[src/rtl/longop_scheduler_pkg.sv]
`default_nettype none
// ============================================================================
// Module      : longop_scheduler_pkg
// Description : Shared unit-select codes, slot state encoding and default widths
//               for the long-op scheduler.
// Revision    : 1.0 - initial release
// ============================================================================
package longop_scheduler_pkg;

    localparam logic UNIT_MCYCLE = 1'b0;
    localparam logic UNIT_FPU    = 1'b1;

    localparam int c_DEFAULT_DATA_WIDTH = 32;
    localparam int c_DEFAULT_REG_ADDR_W = 4;

    typedef enum logic [1:0] {
        ST_IDLE = 2'd0,
        ST_RUN  = 2'd1,
        ST_HOLD = 2'd2
    } slot_state_t;

    function automatic logic other_unit(input logic unit);
        return ~unit;
    endfunction

endpackage
`default_nettype wire

[src/rtl/longop_scheduler_if.sv]
`default_nettype none
// ============================================================================
// Module      : longop_scheduler_if
// Description : Pipeline/unit-facing signal bundle of the long-op scheduler.
// Revision    : 1.0 - initial release
// ============================================================================
interface longop_scheduler_if
    import longop_scheduler_pkg::*;
#(
    parameter int DATA_WIDTH = c_DEFAULT_DATA_WIDTH,
    parameter int REG_ADDR_W = c_DEFAULT_REG_ADDR_W
);
    logic                          IssueValid;
    logic                          IssueUnit;
    logic [REG_ADDR_W-1:0]         IssueWA3;
    logic                          IssueReady;
    logic [REG_ADDR_W-1:0]         RA1D;
    logic [REG_ADDR_W-1:0]         RA2D;
    logic [REG_ADDR_W-1:0]         WA3D;
    logic                          RegWriteD;
    logic                          LongOpHazard;
    logic                          MStart;
    logic                          FPUStart;
    logic                          MCycleBusy;
    logic                          FPUBusy;
    logic                          MCycleDone;
    logic                          FPUDone;
    logic [DATA_WIDTH-1:0]         MCycleResult;
    logic [DATA_WIDTH-1:0]         FPUResult;
    logic                          RegWriteW;
    logic                          LWE;
    logic [REG_ADDR_W-1:0]         LWA3;
    logic [DATA_WIDTH-1:0]         LWD;
    logic                          WbStall;
    logic [(1<<REG_ADDR_W)-1:0]    Pending;

    modport master (
        output IssueValid, IssueUnit, IssueWA3, RA1D, RA2D, WA3D, RegWriteD,
               MCycleBusy, FPUBusy, MCycleDone, FPUDone, MCycleResult, FPUResult,
               RegWriteW,
        input  IssueReady, LongOpHazard, MStart, FPUStart, LWE, LWA3, LWD,
               WbStall, Pending
    );

    modport slave (
        input  IssueValid, IssueUnit, IssueWA3, RA1D, RA2D, WA3D, RegWriteD,
               MCycleBusy, FPUBusy, MCycleDone, FPUDone, MCycleResult, FPUResult,
               RegWriteW,
        output IssueReady, LongOpHazard, MStart, FPUStart, LWE, LWA3, LWD,
               WbStall, Pending
    );

endinterface
`default_nettype wire

[src/rtl/longop_scheduler_slot.sv]
`default_nettype none
// ============================================================================
// Module      : longop_slot
// Description : Per-unit tracker: IDLE/RUN/HOLD FSM, destination register,
//               result buffer and registered start pulse.
// Revision    : 1.0 - initial release
// ============================================================================
module longop_slot
    import longop_scheduler_pkg::*;
#(
    parameter int DATA_WIDTH = c_DEFAULT_DATA_WIDTH,
    parameter int REG_ADDR_W = c_DEFAULT_REG_ADDR_W
) (
    input  wire                    clk,
    input  wire                    rst_n,
    input  wire                    i_accept,
    input  wire [REG_ADDR_W-1:0]   i_wa3,
    input  wire                    i_done,
    input  wire [DATA_WIDTH-1:0]   i_result,
    input  wire                    i_grant,
    output slot_state_t            o_state,
    output logic [REG_ADDR_W-1:0]  o_dest,
    output logic [DATA_WIDTH-1:0]  o_buf,
    output logic                   o_start,
    output logic                   o_hold
);

    slot_state_t             r_state;
    logic [REG_ADDR_W-1:0]   r_dest;
    logic [DATA_WIDTH-1:0]   r_buf;
    logic                    r_start;

    always_ff @(posedge clk or negedge rst_n) begin
        if (!rst_n) begin
            r_state <= ST_IDLE;
            r_dest  <= '0;
            r_buf   <= '0;
            r_start <= 1'b0;
        end else begin
            r_start <= 1'b0;
            case (r_state)
                ST_IDLE: begin
                    if (i_accept) begin
                        r_dest  <= i_wa3;
                        r_start <= 1'b1;
                        r_state <= ST_RUN;
                    end
                end
                ST_RUN: begin
                    // Done outside RUN is a stray pulse and is deliberately dropped.
                    if (i_done) begin
                        r_buf   <= i_result;
                        r_state <= ST_HOLD;
                    end
                end
                ST_HOLD: begin
                    if (i_grant) begin
                        r_state <= ST_IDLE;
                    end
                end
                default: r_state <= ST_IDLE;
            endcase
        end
    end

    assign o_state = r_state;
    assign o_dest  = r_dest;
    assign o_buf   = r_buf;
    assign o_start = r_start;
    assign o_hold  = (r_state == ST_HOLD);

endmodule
`default_nettype wire

[src/rtl/longop_scheduler.sv]
`default_nettype none
// ============================================================================
// Module      : longop_scheduler
// Description : Issues long ops to the MCycle/FPU units, scoreboards their
//               destinations and arbitrates the shared long-op write port.
// Revision    : 1.0 - initial release
// ============================================================================
module longop_scheduler
    import longop_scheduler_pkg::*;
#(
    parameter int DATA_WIDTH = c_DEFAULT_DATA_WIDTH,
    parameter int REG_ADDR_W = c_DEFAULT_REG_ADDR_W,
    parameter int MAX_WAIT   = 4
) (
    input  wire                CLK,
    input  wire                RESETn,
    longop_scheduler_if.slave  bus
);

    localparam int         c_NREGS    = 1 << REG_ADDR_W;
    localparam logic [3:0] c_MAX_WAIT = 4'(MAX_WAIT);

    slot_state_t             w_state  [2];
    logic [REG_ADDR_W-1:0]   w_dest   [2];
    logic [DATA_WIDTH-1:0]   w_buf    [2];
    logic [DATA_WIDTH-1:0]   w_result [2];
    logic [1:0]              w_accept;
    logic [1:0]              w_done;
    logic [1:0]              w_hold;
    logic [1:0]              w_start;
    logic [1:0]              w_grant;

    logic                    w_ready;
    logic                    w_issue_hit;
    logic                    w_lwe;
    logic [REG_ADDR_W-1:0]   w_lwa3;
    logic [DATA_WIDTH-1:0]   w_lwd;
    logic [c_NREGS-1:0]      w_pending_next;
    logic [3:0]              w_wait_next;
    logic                    w_unused;

    logic [c_NREGS-1:0]      r_pending;
    logic                    r_rr;
    logic [3:0]              r_wait;
    logic                    r_wbstall;

    assign w_done      = {bus.FPUDone, bus.MCycleDone};
    assign w_result[0] = bus.MCycleResult;
    assign w_result[1] = bus.FPUResult;
    assign w_unused    = bus.MCycleBusy ^ bus.FPUBusy;

    // Gated by RESETn so IssueReady reads low while reset is held.
    assign w_ready  = RESETn & bus.IssueValid
                    & (w_state[bus.IssueUnit] == ST_IDLE)
                    & ~r_pending[bus.IssueWA3];
    assign w_accept = {w_ready & (bus.IssueUnit == UNIT_FPU),
                       w_ready & (bus.IssueUnit == UNIT_MCYCLE)};

    generate
        for (genvar gi = 0; gi < 2; gi++) begin : g_slot
            longop_slot #(
                .DATA_WIDTH (DATA_WIDTH),
                .REG_ADDR_W (REG_ADDR_W)
            ) u_slot (
                .clk      (CLK),
                .rst_n    (RESETn),
                .i_accept (w_accept[gi]),
                .i_wa3    (bus.IssueWA3),
                .i_done   (w_done[gi]),
                .i_result (w_result[gi]),
                .i_grant  (w_grant[gi]),
                .o_state  (w_state[gi]),
                .o_dest   (w_dest[gi]),
                .o_buf    (w_buf[gi]),
                .o_start  (w_start[gi]),
                .o_hold   (w_hold[gi])
            );
        end
    endgenerate

    always_comb begin
        w_grant = 2'b00;
        if (!bus.RegWriteW) begin
            if (w_hold == 2'b11) begin
                w_grant[r_rr] = 1'b1;
            end else begin
                w_grant = w_hold;
            end
        end
    end

    assign w_lwe  = |w_grant;
    assign w_lwa3 = w_grant[1] ? w_dest[1] : (w_grant[0] ? w_dest[0] : '0);
    assign w_lwd  = w_grant[1] ? w_buf[1]  : (w_grant[0] ? w_buf[0]  : '0);

    // Clear and set never collide: an accepted issue needs its bit already clear.
    always_comb begin
        w_pending_next = r_pending;
        if (w_lwe) begin
            w_pending_next[w_lwa3] = 1'b0;
        end
        if (w_ready) begin
            w_pending_next[bus.IssueWA3] = 1'b1;
        end
    end

    always_comb begin
        w_wait_next = r_wait;
        if (w_lwe) begin
            w_wait_next = '0;
        end else if ((|w_hold) && (r_wait != 4'hF)) begin
            w_wait_next = r_wait + 4'd1;
        end
    end

    always_ff @(posedge CLK or negedge RESETn) begin
        if (!RESETn) begin
            r_pending <= '0;
            r_rr      <= UNIT_MCYCLE;
            r_wait    <= '0;
            r_wbstall <= 1'b0;
        end else begin
            r_pending <= w_pending_next;
            r_wait    <= w_wait_next;
            r_wbstall <= (w_wait_next >= c_MAX_WAIT);
            if (w_lwe) begin
                r_rr <= other_unit(w_grant[1]);
            end
        end
    end

    assign w_issue_hit = w_ready & ((bus.IssueWA3 == bus.RA1D)
                                  | (bus.IssueWA3 == bus.RA2D)
                                  | (bus.RegWriteD & (bus.IssueWA3 == bus.WA3D)));

    assign bus.LongOpHazard = r_pending[bus.RA1D] | r_pending[bus.RA2D]
                            | (bus.RegWriteD & r_pending[bus.WA3D])
                            | w_issue_hit;
    assign bus.IssueReady   = w_ready;
    assign bus.MStart       = w_start[0];
    assign bus.FPUStart     = w_start[1];
    assign bus.LWE          = w_lwe;
    assign bus.LWA3         = w_lwa3;
    assign bus.LWD          = w_lwd;
    assign bus.WbStall      = r_wbstall;
    assign bus.Pending      = r_pending;

endmodule
`default_nettype wire

[src/flat_wrapper.sv]
// flat-port wrapper written by rule: the top's interface ports become plain ports
module longop_scheduler_flat import longop_scheduler_pkg::*;
#(
    parameter int DATA_WIDTH = c_DEFAULT_DATA_WIDTH,
    parameter int REG_ADDR_W = c_DEFAULT_REG_ADDR_W,
    parameter int MAX_WAIT   = 4
)
  (CLK, RESETn, bus_IssueValid, bus_IssueUnit, bus_IssueWA3, bus_RA1D, bus_RA2D, bus_WA3D, bus_RegWriteD, bus_MCycleBusy, bus_FPUBusy, bus_MCycleDone, bus_FPUDone, bus_MCycleResult, bus_FPUResult, bus_RegWriteW, bus_IssueReady, bus_LongOpHazard, bus_MStart, bus_FPUStart, bus_LWE, bus_LWA3, bus_LWD, bus_WbStall, bus_Pending);
  longop_scheduler_if #(.DATA_WIDTH(DATA_WIDTH), .REG_ADDR_W(REG_ADDR_W)) bus_i ();
  input  wire CLK;
  input  wire RESETn;
  input wire logic [$bits(bus_i.IssueValid)-1:0] bus_IssueValid;
  input wire logic [$bits(bus_i.IssueUnit)-1:0] bus_IssueUnit;
  input wire logic [$bits(bus_i.IssueWA3)-1:0] bus_IssueWA3;
  input wire logic [$bits(bus_i.RA1D)-1:0] bus_RA1D;
  input wire logic [$bits(bus_i.RA2D)-1:0] bus_RA2D;
  input wire logic [$bits(bus_i.WA3D)-1:0] bus_WA3D;
  input wire logic [$bits(bus_i.RegWriteD)-1:0] bus_RegWriteD;
  input wire logic [$bits(bus_i.MCycleBusy)-1:0] bus_MCycleBusy;
  input wire logic [$bits(bus_i.FPUBusy)-1:0] bus_FPUBusy;
  input wire logic [$bits(bus_i.MCycleDone)-1:0] bus_MCycleDone;
  input wire logic [$bits(bus_i.FPUDone)-1:0] bus_FPUDone;
  input wire logic [$bits(bus_i.MCycleResult)-1:0] bus_MCycleResult;
  input wire logic [$bits(bus_i.FPUResult)-1:0] bus_FPUResult;
  input wire logic [$bits(bus_i.RegWriteW)-1:0] bus_RegWriteW;
  output wire logic [$bits(bus_i.IssueReady)-1:0] bus_IssueReady;
  output wire logic [$bits(bus_i.LongOpHazard)-1:0] bus_LongOpHazard;
  output wire logic [$bits(bus_i.MStart)-1:0] bus_MStart;
  output wire logic [$bits(bus_i.FPUStart)-1:0] bus_FPUStart;
  output wire logic [$bits(bus_i.LWE)-1:0] bus_LWE;
  output wire logic [$bits(bus_i.LWA3)-1:0] bus_LWA3;
  output wire logic [$bits(bus_i.LWD)-1:0] bus_LWD;
  output wire logic [$bits(bus_i.WbStall)-1:0] bus_WbStall;
  output wire logic [$bits(bus_i.Pending)-1:0] bus_Pending;
  assign bus_i.IssueValid = bus_IssueValid;
  assign bus_i.IssueUnit = bus_IssueUnit;
  assign bus_i.IssueWA3 = bus_IssueWA3;
  assign bus_i.RA1D = bus_RA1D;
  assign bus_i.RA2D = bus_RA2D;
  assign bus_i.WA3D = bus_WA3D;
  assign bus_i.RegWriteD = bus_RegWriteD;
  assign bus_i.MCycleBusy = bus_MCycleBusy;
  assign bus_i.FPUBusy = bus_FPUBusy;
  assign bus_i.MCycleDone = bus_MCycleDone;
  assign bus_i.FPUDone = bus_FPUDone;
  assign bus_i.MCycleResult = bus_MCycleResult;
  assign bus_i.FPUResult = bus_FPUResult;
  assign bus_i.RegWriteW = bus_RegWriteW;
  assign bus_IssueReady = bus_i.IssueReady;
  assign bus_LongOpHazard = bus_i.LongOpHazard;
  assign bus_MStart = bus_i.MStart;
  assign bus_FPUStart = bus_i.FPUStart;
  assign bus_LWE = bus_i.LWE;
  assign bus_LWA3 = bus_i.LWA3;
  assign bus_LWD = bus_i.LWD;
  assign bus_WbStall = bus_i.WbStall;
  assign bus_Pending = bus_i.Pending;
  longop_scheduler #(.DATA_WIDTH(DATA_WIDTH), .REG_ADDR_W(REG_ADDR_W), .MAX_WAIT(MAX_WAIT)) u_core (.CLK(CLK), .RESETn(RESETn), .bus(bus_i));
endmodule
[config.mk]
export PLATFORM = sky130hd
export DESIGN_NAME = longop_scheduler_flat
export DESIGN_NICKNAME = d
export VERILOG_FILES = /design/src/rtl/longop_scheduler_pkg.sv /design/src/rtl/longop_scheduler_if.sv /design/src/rtl/longop_scheduler_slot.sv /design/src/rtl/longop_scheduler.sv /design/src/flat_wrapper.sv
export SDC_FILE = /design/constraint.sdc
export NUM_CORES = 1
export LEC_CHECK = 0
export CAP_MARGIN = 20
export CORE_UTILIZATION = 25
export CTS_CLUSTER_DIAMETER = 120
export DETAILED_ROUTE_END_ITERATION = 7
export PLACE_DENSITY = 0.55
export SLEW_MARGIN = 20
export SYNTH_ARGS = -nofsm -noshare
export SYNTH_HDL_FRONTEND = slang
export SYNTH_HIERARCHICAL = 1
export SYNTH_SLANG_ARGS = --single-unit
[constraint.sdc]
create_clock -name CLK -period 5 [get_ports CLK]
set_input_delay 1 -clock CLK [delete_from_list [all_inputs] [get_ports CLK]]
set_output_delay 1 -clock CLK [all_outputs]
set_load 0.05 [all_outputs]
## Word-level counts from Yosys, hierarchy flattened

Index checks and enable logic that the tools add are counted.

- $add $sub $neg: 1
- Magnitude comparators: 11
- Equality and inequality tests: 15
- Muxes and demuxes: 39
- Bitwise gates (word level): 20
- Reductions and logical operators: 15

Operators with widths:

| cell | count |
|---|---|
| 32-bit 2-to-1 mux | 2 |
| 16-bit 2-to-1 mux | 2 |
| 4-bit by 5-bit less-than comparator with 1-bit output, second input constant | 5 |
| 2-bit 2-to-1 mux | 11 |
| 16-bit bitwise AND | 1 |
| 1-bit binary-select mux with 4-bit select | 4 |
| 4-bit 2-to-1 mux | 4 |
| 16-bit NOT | 1 |
| 16-bit bitwise OR | 1 |
| 4-bit == test | 3 |
| 2-bit case mux with 3 select lines | 2 |
| 1-bit 2-to-1 mux | 11 |
| 1-bit bitwise AND | 8 |
| 1-bit demux with 4-bit select | 2 |
| 4-bit by 1-bit >= comparator with 1-bit output, second input constant | 2 |
| 2-bit != test, second input constant | 4 |
| 2-bit AND reduction | 4 |
| 2-bit == test, second input constant | 3 |
| 2-bit zero test | 3 |
| 3-bit AND reduction | 2 |
| 1-bit bitwise OR | 5 |
| 4-bit by 1-bit adder with 4-bit output, second input constant | 1 |
| 2-bit by 1-bit == test with 1-bit output, second input constant | 2 |
| 4-bit by 3-bit >= comparator with 1-bit output, second input constant | 1 |
| 10 further kinds | 17 |

- Flip-flop bits (word level): 100
- Input bits: 90
- Output and inout bits: 58
- Word-level logic and storage cells: 113

## Logic depth before layout (Yosys ltp)

Gate-level depths: netlist (run 1).

- Depth after elaboration: 17
- Mapped depth: 10
- Depth with buffers taken out: 8

## By module

Netlist (run 1), hierarchy kept.

By module, submodules not included:

| module | times used | cells each | area each (um^2) | sequential area each (um^2) |
|---|---|---|---|---|
| longop_slot | 2 | 86 | 1589.0 | 975.9 |
| longop_scheduler | 1 | 209 | 2148.3 | 550.5 |

## Worst setup path before layout (run 1)

Ideal clock, no wire load.

- Path kind: input -> output
- Start point: in bus_IssueWA3[0]
- End point: out bus_LongOpHazard
- Data arrival time: 2.952 ns
- Required time: 4.000 ns
- Setup slack: 1.048 ns
- Stages on the path: 6
- Cell sequence: buf_2 -> mux4_2 -> mux2_2 -> a22oi_2 -> nand2_1 -> o21ai_1

- Cells in the longest elaborated chain, start to end: 6
- Elaborated cells on any way between the ends: 12

RTL lines:

| item | RTL line | source |
|---|---|---|
| from (decl) | flat_wrapper.sv:14 | `input wire logic [$bits(bus_i.IssueWA3)-1:0] bus_IssueWA3;` |
| 1-bit binary-select mux with 4-bit select | longop_scheduler.sv:55 | `& ~r_pending[bus.IssueWA3];` |
| 1-bit 2-to-1 mux (not written as such) | longop_scheduler.sv:55 |  |
| 1-bit NOT | longop_scheduler.sv:55 |  |
| 1-bit bitwise AND | longop_scheduler.sv:55 |  |
| 1-bit bitwise AND (*) | longop_scheduler.sv:132 | `assign w_issue_hit = w_ready & ((bus.IssueWA3 == bus.RA1D)` |
| 1-bit bitwise OR (*) | longop_scheduler.sv:138 | `\| w_issue_hit;` |
| to (decl) | flat_wrapper.sv:27 | `output wire logic [$bits(bus_i.LongOpHazard)-1:0] bus_LongOpHazard;` |

Every way passes the cells marked *; elsewhere a longest branch is shown, timed or not. The select of a mux whose other input is x is not followed.

## Final worst setup path (run 1)

Same ends and word-level chain as after synthesis.

==> impl_metrics.json, run 1 <==
{
  "dp_cells": 783,
  "synthTopCellsByArea": "dfrtp_1, mux2_4, mux4_2",
  "cts_buffer_depth": 2,
  "clock-sinks": 100,
  "diodes": 0,
  "yosys.cell_types.count": 47,
  "worst_pin_slew_ns": 0.753,
  "path_class": "input port to primary output",
  "dieArea_um2": 21900,
  "regToRegStartpoint": "u_core/bus.Pending[7]$_DFF_PN0_",
  "dr_total_vias": 3839,
  "path_clk_slew_ns": 0.08,
  "power_leakage_nw": 3.24,
  "ir_drop_v": 0.000192,
  "wirelength_mm": 14.8,
  "antenna_found_initial": 0,
  "synth_ff_type": "dfrtp_1",
  "fin_cells": 799,
  "powerDensity_nw_per_um2": 535,
  "skew_ns": 0.0116,
  "ys_ff_latch": 100,
  "cts_tree": "yes",
  "synth-compound-area-share_pct": 12.1,
  "grt.total_usage_pct": 14.0,
  "seqCellArea_um2": 2500,
  "finalCritPeriodShare_pct": 86.4,
  "drt-initial-drc-count": 208,
  "yosysWarnings": 6,
  "crit_chain": "clkdlybuf4s50_1 > mux4_2 > mux2_2 > a22oi_2 > nand2_1 > o21ai_1 > buf_12",
  "hold_viol_final": 0,
  "synth_top_cell_area_share_pct": 47.0,
  "rsz0062_at_grt": "no",
  "synthCells": 381,
  "arrival_ns": 3.32,
  "drt-pass1-iter-count": 4,
  "multiInputGateArea_um2": 2620,
  "grt_max_degree": 60,
  "grt_overflow": 0,
  "syn_nets": 472,
  "synth.avg_cell_area_um2": 14.0,
  "cp_slowest_stage_delay_ns": 0.73,
  "cts_hold_buffers": 0,
  "clk_latency_ns": 0.35,
  "drv_slew": 0,
  "io_buffers": 145,
  "grt_pass1_vias": 4201,
  "synth-seq-area-share_pct": 47.0,
  "start_util_pct": 25.4,
  "drc_errors": 0,
  "synth-simple-area-share_pct": 6.44,
  "grt.met2_usage_pct": 23.5,
  "numCtsBuffers": 9,
  "crit_required_ns": 4.00,
  "hold_start": "u_core/g_slot[0].u_slot/o_buf[28]$_DFFE_PN0P_",
  "tns_ns": 0,
  "ant_nets": 0,
  "syn_to_final_growth_pct": 37.6,
  "grt_pass1_wl_mm": 23.5,
  "slew-limit-headroom_pct": 49.8,
  "hpwl_mm": 10.4,
  "async_reset_ff_share_pct": 100,
  "start_kind": "input port",
  "ctsResizeCount": 0,
  "cpMaxStageDelayCell": "clkdlybuf4s50_1",
  "gp_congestion": 0.840,
  "rows": 53,
  "layout_common_cells": "clkdlybuf4s50_1, dfrtp_1, mux2_4",
  "startpoint": "bus_IssueWA3[0]",
  "synth_edf_count": 0,
  "cap_violations": 0,
  "htreeDepth": 3,
  "die_h_um": 148,
  "die_w_um": 148,
  "drive_above_1_share_pct": 24.4,
  "synth_top_family_by_area": "multiplexers",
  "nets": 610,
  "final_common_cell": "clkdlybuf4s50_1",
  "cp_max_fo": 8,
  "finalSetupViolCount": 0,
  "cts-root-buf": "clkbuf_16",
  "synthMuxAreaShare_pct": 28.0,
  "synth_xor_area_share_pct": 2.30,
  "endpoint_kind": "primary output",
  "grt_busiest_layer": "met2",
  "synth_area_um2": 5330,
  "pin_count": 148,
  "yosys.area_share.adder_pct": 0.235,
  "fp.coreArea_um2": 21000,
  "finalCriticalPeriod_ns": 4.32,
  "postCtsSetupRepairBufs": 0,
  "hold_path.class": "flop to flop",
  "met3_usage_pct": 5.52,
  "met1_usage_pct": 16.5,
  "status": "finished clean",
  "fmax_mhz": 231,
  "routedWlPerCell_um": 18.6,
  "via_per_inst": 4.80,
  "fillers": 2084,
  "synth_top_area_cell": "dfrtp_1"
}
-- logic make-up (layout without fill, tap and decap cells) --
family	after synthesis	in the layout
adder cells (fa/ha/maj)	1	1
buffers and inverters	38	181
flip-flops	100	100
multiplexers	93	93
AND/OR/NAND/NOR	55	55
XOR/XNOR	14	14
AO/OA/AOI/OAI	80	80
-- synthesized netlist by cell type (4+ instances only) --
| master | number |
|---|---|
| xnor2_1 | 6 |
| nand4_1 | 6 |
| a21oi_1 | 7 |
| mux2_2 | 15 |
| clkbuf_1 | 11 |
| dfrtp_1 | 100 |
| a32o_1 | 4 |
| a22o_1 | 32 |
| mux4_1 | 4 |
| xor2_1 | 8 |
| o31ai_1 | 4 |
| o41ai_1 | 4 |
| nand2_1 | 9 |
| nor2_1 | 11 |
| inv_1 | 13 |
| buf_2 | 4 |
| mux4_2 | 15 |
| mux2_4 | 58 |
| and3_1 | 4 |
| o21ai_0 | 11 |
| nand2b_1 | 6 |
| buf_6 | 8 |
-- per-stage QoR --
stage / hold slack [ns] / area (um2) / setup WS, ns / total power, mW / utilization (%)
floorplan: 0.478 / 5330 / 1.05 / 2.63 / -
global placement: 0.488 / 7020 / 0.671 / 3.16 / 33.5
detailed placement: 0.492 / 7020 / 0.662 / 3.22 / 33.5
CTS: 0.514 / 7330 / 0.645 / 3.96 / 35.0
global route: 0.528 / 7330 / 0.534 / 4.14 / 35.0
finish: 0.511 / 7330 / 0.678 / 3.92 / 35.0
-- area by class of cell --
| cell class | instances | area share, % |
|---|---|---|
| well taps | 275 | 4.69 |
| multi-input cells | 243 | 35.7 |
| inverters | 13 | 0.666 |
| clock inverters | 7 | 1.11 |
| clock buffers | 9 | 3.07 |
| flip-flops and latches | 100 | 34.1 |
| repair buffers | 152 | 20.6 |
-- critical path: cells and delay by family --
| family | cells | cell delay [ns] |
|---|---|---|
| compound gates | 2 | 0.39 |
| simple gates | 1 | 0.14 |
| buf+inv | 2 | 0.90 |
| mux | 2 | 0.89 |
-- flip-flops by register name, summed over array words and instances, names as in the netlist --
register,cells
u_core/g_slot.u_slot/o_buf,64
u_core/bus.Pending,16
u_core/g_slot.u_slot/o_dest,8
u_core/g_slot.u_slot/o_state,4
u_core/r_wait,4
u_core/g_slot.u_slot/o_start,2
u_core/bus.WbStall,1
u_core/r_rr,1
-- metal layers --
metal,wire length [um],vias to the layer above
li1,-,1714
met4,148,0
met5,0,-
met1,6200,1957
met2,7070,156
met3,1410,12
-- power breakdown --
group	internal, mW	switching (mW)	leakage (nW)	total [mW]
clock network	0.397	0.327	0.153	0.725
logic	0.878	0.847	1.84	1.73
registers	1.17	0.307	1.24	1.47
-- path summary, 6_finish.rpt --
| path | to | slack (ns) | cells after the start |
|---|---|---|---|
| worst max-delay path | bus_LongOpHazard | 0.68 | 7 |
| worst min-delay path | u_core/g_slot[0].u_slot/o_buf[28]$_DFFE_PN0P_ | 0.51 | 1 |
| worst min register to register | u_core/g_slot[0].u_slot/o_buf[28]$_DFFE_PN0P_ | 0.51 | 1 |
| worst max register to register | u_core/g_slot[0].u_slot/o_dest[3]$_DFFE_PN0P_ | 2.37 | 7 |
| min in group asynchronous | u_core/g_slot[1].u_slot/o_buf[6]$_DFFE_PN0P_ | 0.76 | 2 |
| max in group asynchronous | u_core/g_slot[1].u_slot/o_buf[9]$_DFFE_PN0P_ | 3.08 | 3 |
Power figures use the tool's default switching activity.
==> run 2: changes to the inputs <==
Settings changed: CTS_CLUSTER_DIAMETER 120 to 200, PLACE_DENSITY 0.55 to default, PLACE_DENSITY_LB_ADDON from default to 0.12.
==> impl_metrics.json, run 2 (synthesis gave the netlist of run 1 again) <==
{
  "hold_path.class": "flop to flop",
  "finalCritPeriodShare_pct": 88.1,
  "dieArea_um2": 21900,
  "postCtsSetupRepairBufs": 0,
  "path_class": "input port to primary output",
  "worst_pin_slew_ns": 0.764,
  "p_int_mw": 2.40,
  "dr_total_vias": 3803,
  "clk_latency_ns": 0.36,
  "fin_util_pct": 35.0,
  "grt_pass1_vias": 4089,
  "grt.total_usage_pct": 14.3,
  "drc_errors": 0,
  "hold_viol_final": 0,
  "die_h_um": 148,
  "routedWlPerCell_um": 19.2,
  "clock-sinks": 100,
  "power_frac_clock_pct": 17.5,
  "drive_above_1_share_pct": 24.1,
  "power.switching_mw": 1.49,
  "hpwl_mm": 10.3,
  "diodes": 0,
  "grt_max_degree": 78,
  "io_buffers": 145,
  "p_sw_share_pct": 38.2,
  "cts_hold_buffers": 0,
  "finalCriticalPeriod_ns": 4.41,
  "crit_required_ns": 4.00,
  "ant_nets": 0,
  "arrival_ns": 3.41,
  "fp.coreArea_um2": 21000,
  "grt_pass1_wl_mm": 23.7,
  "tns_ns": 0,
  "pin_count": 148,
  "largest_reg_flops": 64,
  "start_util_pct": 25.4,
  "comb_power_share_pct": 44.8,
  "antenna_found_initial": 0,
  "numCtsBuffers": 9,
  "htreeDepth": 3,
  "layout_common_cells": "clkdlybuf4s50_1, dfrtp_1, mux2_4",
  "power_leakage_nw": 3.23,
  "drt-pass1-iter-count": 4,
  "drv_slew": 0,
  "slew-limit-headroom_pct": 49.1,
  "skew_ns": 0.00913,
  "syn_to_final_growth_pct": 37.7,
  "powerDensity_nw_per_um2": 529,
  "seqCellArea_um2": 2500,
  "rsz0062_at_grt": "no",
  "cts_buffer_depth": 2,
  "endpoint_kind": "primary output",
  "start_kind": "input port",
  "ir_drop_v": 0.000156,
  "cts-root-buf": "clkbuf_16",
  "via_per_inst": 4.77,
  "fillers": 2092,
  "fmax_mhz": 227,
  "nets": 608,
  "final_common_cell": "clkdlybuf4s50_1",
  "multiInputGateArea_um2": 2630,
  "rows": 53,
  "die_w_um": 148,
  "cap_violations": 0,
  "drt-initial-drc-count": 141,
  "power_frac_seq_pct": 37.7,
  "gp_congestion": 0.787,
  "ctsResizeCount": 0,
  "wirelength_mm": 15.3,
  "grt_overflow": 0,
  "finalSetupViolCount": 0,
  "path_clk_slew_ns": 0.07,
  "cp_max_fo": 7,
  "status": "finished clean",
  "cts_tree": "yes"
}
[run 2: cell types whose count changed in the layout (fill, tap and decap cells not counted), sizes merged]
cell           before  now
clkdlybuf4s50     142  141
bufinv              1    0
clkbuf              9   10
clkinvlp            0    1
inv                17   16
buf                10    9
[run 2: path summary, 6_finish.rpt]
path	startpoint	to	slack, ns	cells past startpoint
setup / recovery	bus_IssueWA3[0]	bus_LongOpHazard	0.59	6
hold / removal	u_core/g_slot[0].u_slot/o_dest[0]$_DFFE_PN0P_	u_core/g_slot[0].u_slot/o_dest[0]$_DFFE_PN0P_	0.51	1
setup reg to reg	u_core/bus.Pending[15]$_DFF_PN0_	u_core/g_slot[0].u_slot/o_dest[3]$_DFFE_PN0P_	2.31	7
hold reg to reg	u_core/g_slot[0].u_slot/o_dest[0]$_DFFE_PN0P_	u_core/g_slot[0].u_slot/o_dest[0]$_DFFE_PN0P_	0.51	1
max in group asynchronous	RESETn	u_core/g_slot[1].u_slot/o_buf[0]$_DFFE_PN0P_	3.39	2
min in group asynchronous	RESETn	u_core/g_slot[0].u_slot/o_buf[20]$_DFFE_PN0P_	0.54	1
[run 2: layout make-up]
cell class	instances	area share, %
tap	275	4.69
clock buffer	10	3.12
inverter	13	0.665
sequential	100	34.1
multi-input combinational	243	35.9
timing repair buffer	150	20.9
clock inverter	6	0.631
[run 2: through the flow]
stage	hold WS [ns]	area, um2	setup WS, ns	instances	power, mW
final	0.511	7330	0.594	797	3.88
after global routing	0.525	7330	0.393	797	4.10
after CTS	0.508	7330	0.555	797	3.93
after detailed placement	0.494	7050	0.557	781	3.22
after global placement	0.488	7050	0.597	781	3.19
after floorplan	0.478	5330	1.05	381	2.63
[run 2: critical path: stages]
cell and delay [ns]:
clkdlybuf4s50_1 0.79, mux4_2 0.59, a211oi_2 0.40, nand2_1 0.19, o21ai_1 0.26, buf_12 0.17
[run 2: power by group through the flow]
stage                     logic, mW  registers, mW  clock network (mW)
after floorplan                1.08           1.55                   0
after global placement         1.73           1.46                   0
after detailed placement       1.75           1.47                   0
after CTS                      1.76           1.46               0.711
after global routing           1.84           1.51               0.742
final                          1.74           1.46               0.680
[run 2: metal layers]
layer  vias up  GRT usage, %  part of all wire [%]
met1      1960          18.9                    44
met5         -             0                     0
met2       103          23.0                    49
met3        16          3.09                   4.9
li1       1724             -                     -
met4         0          5.26                   1.6
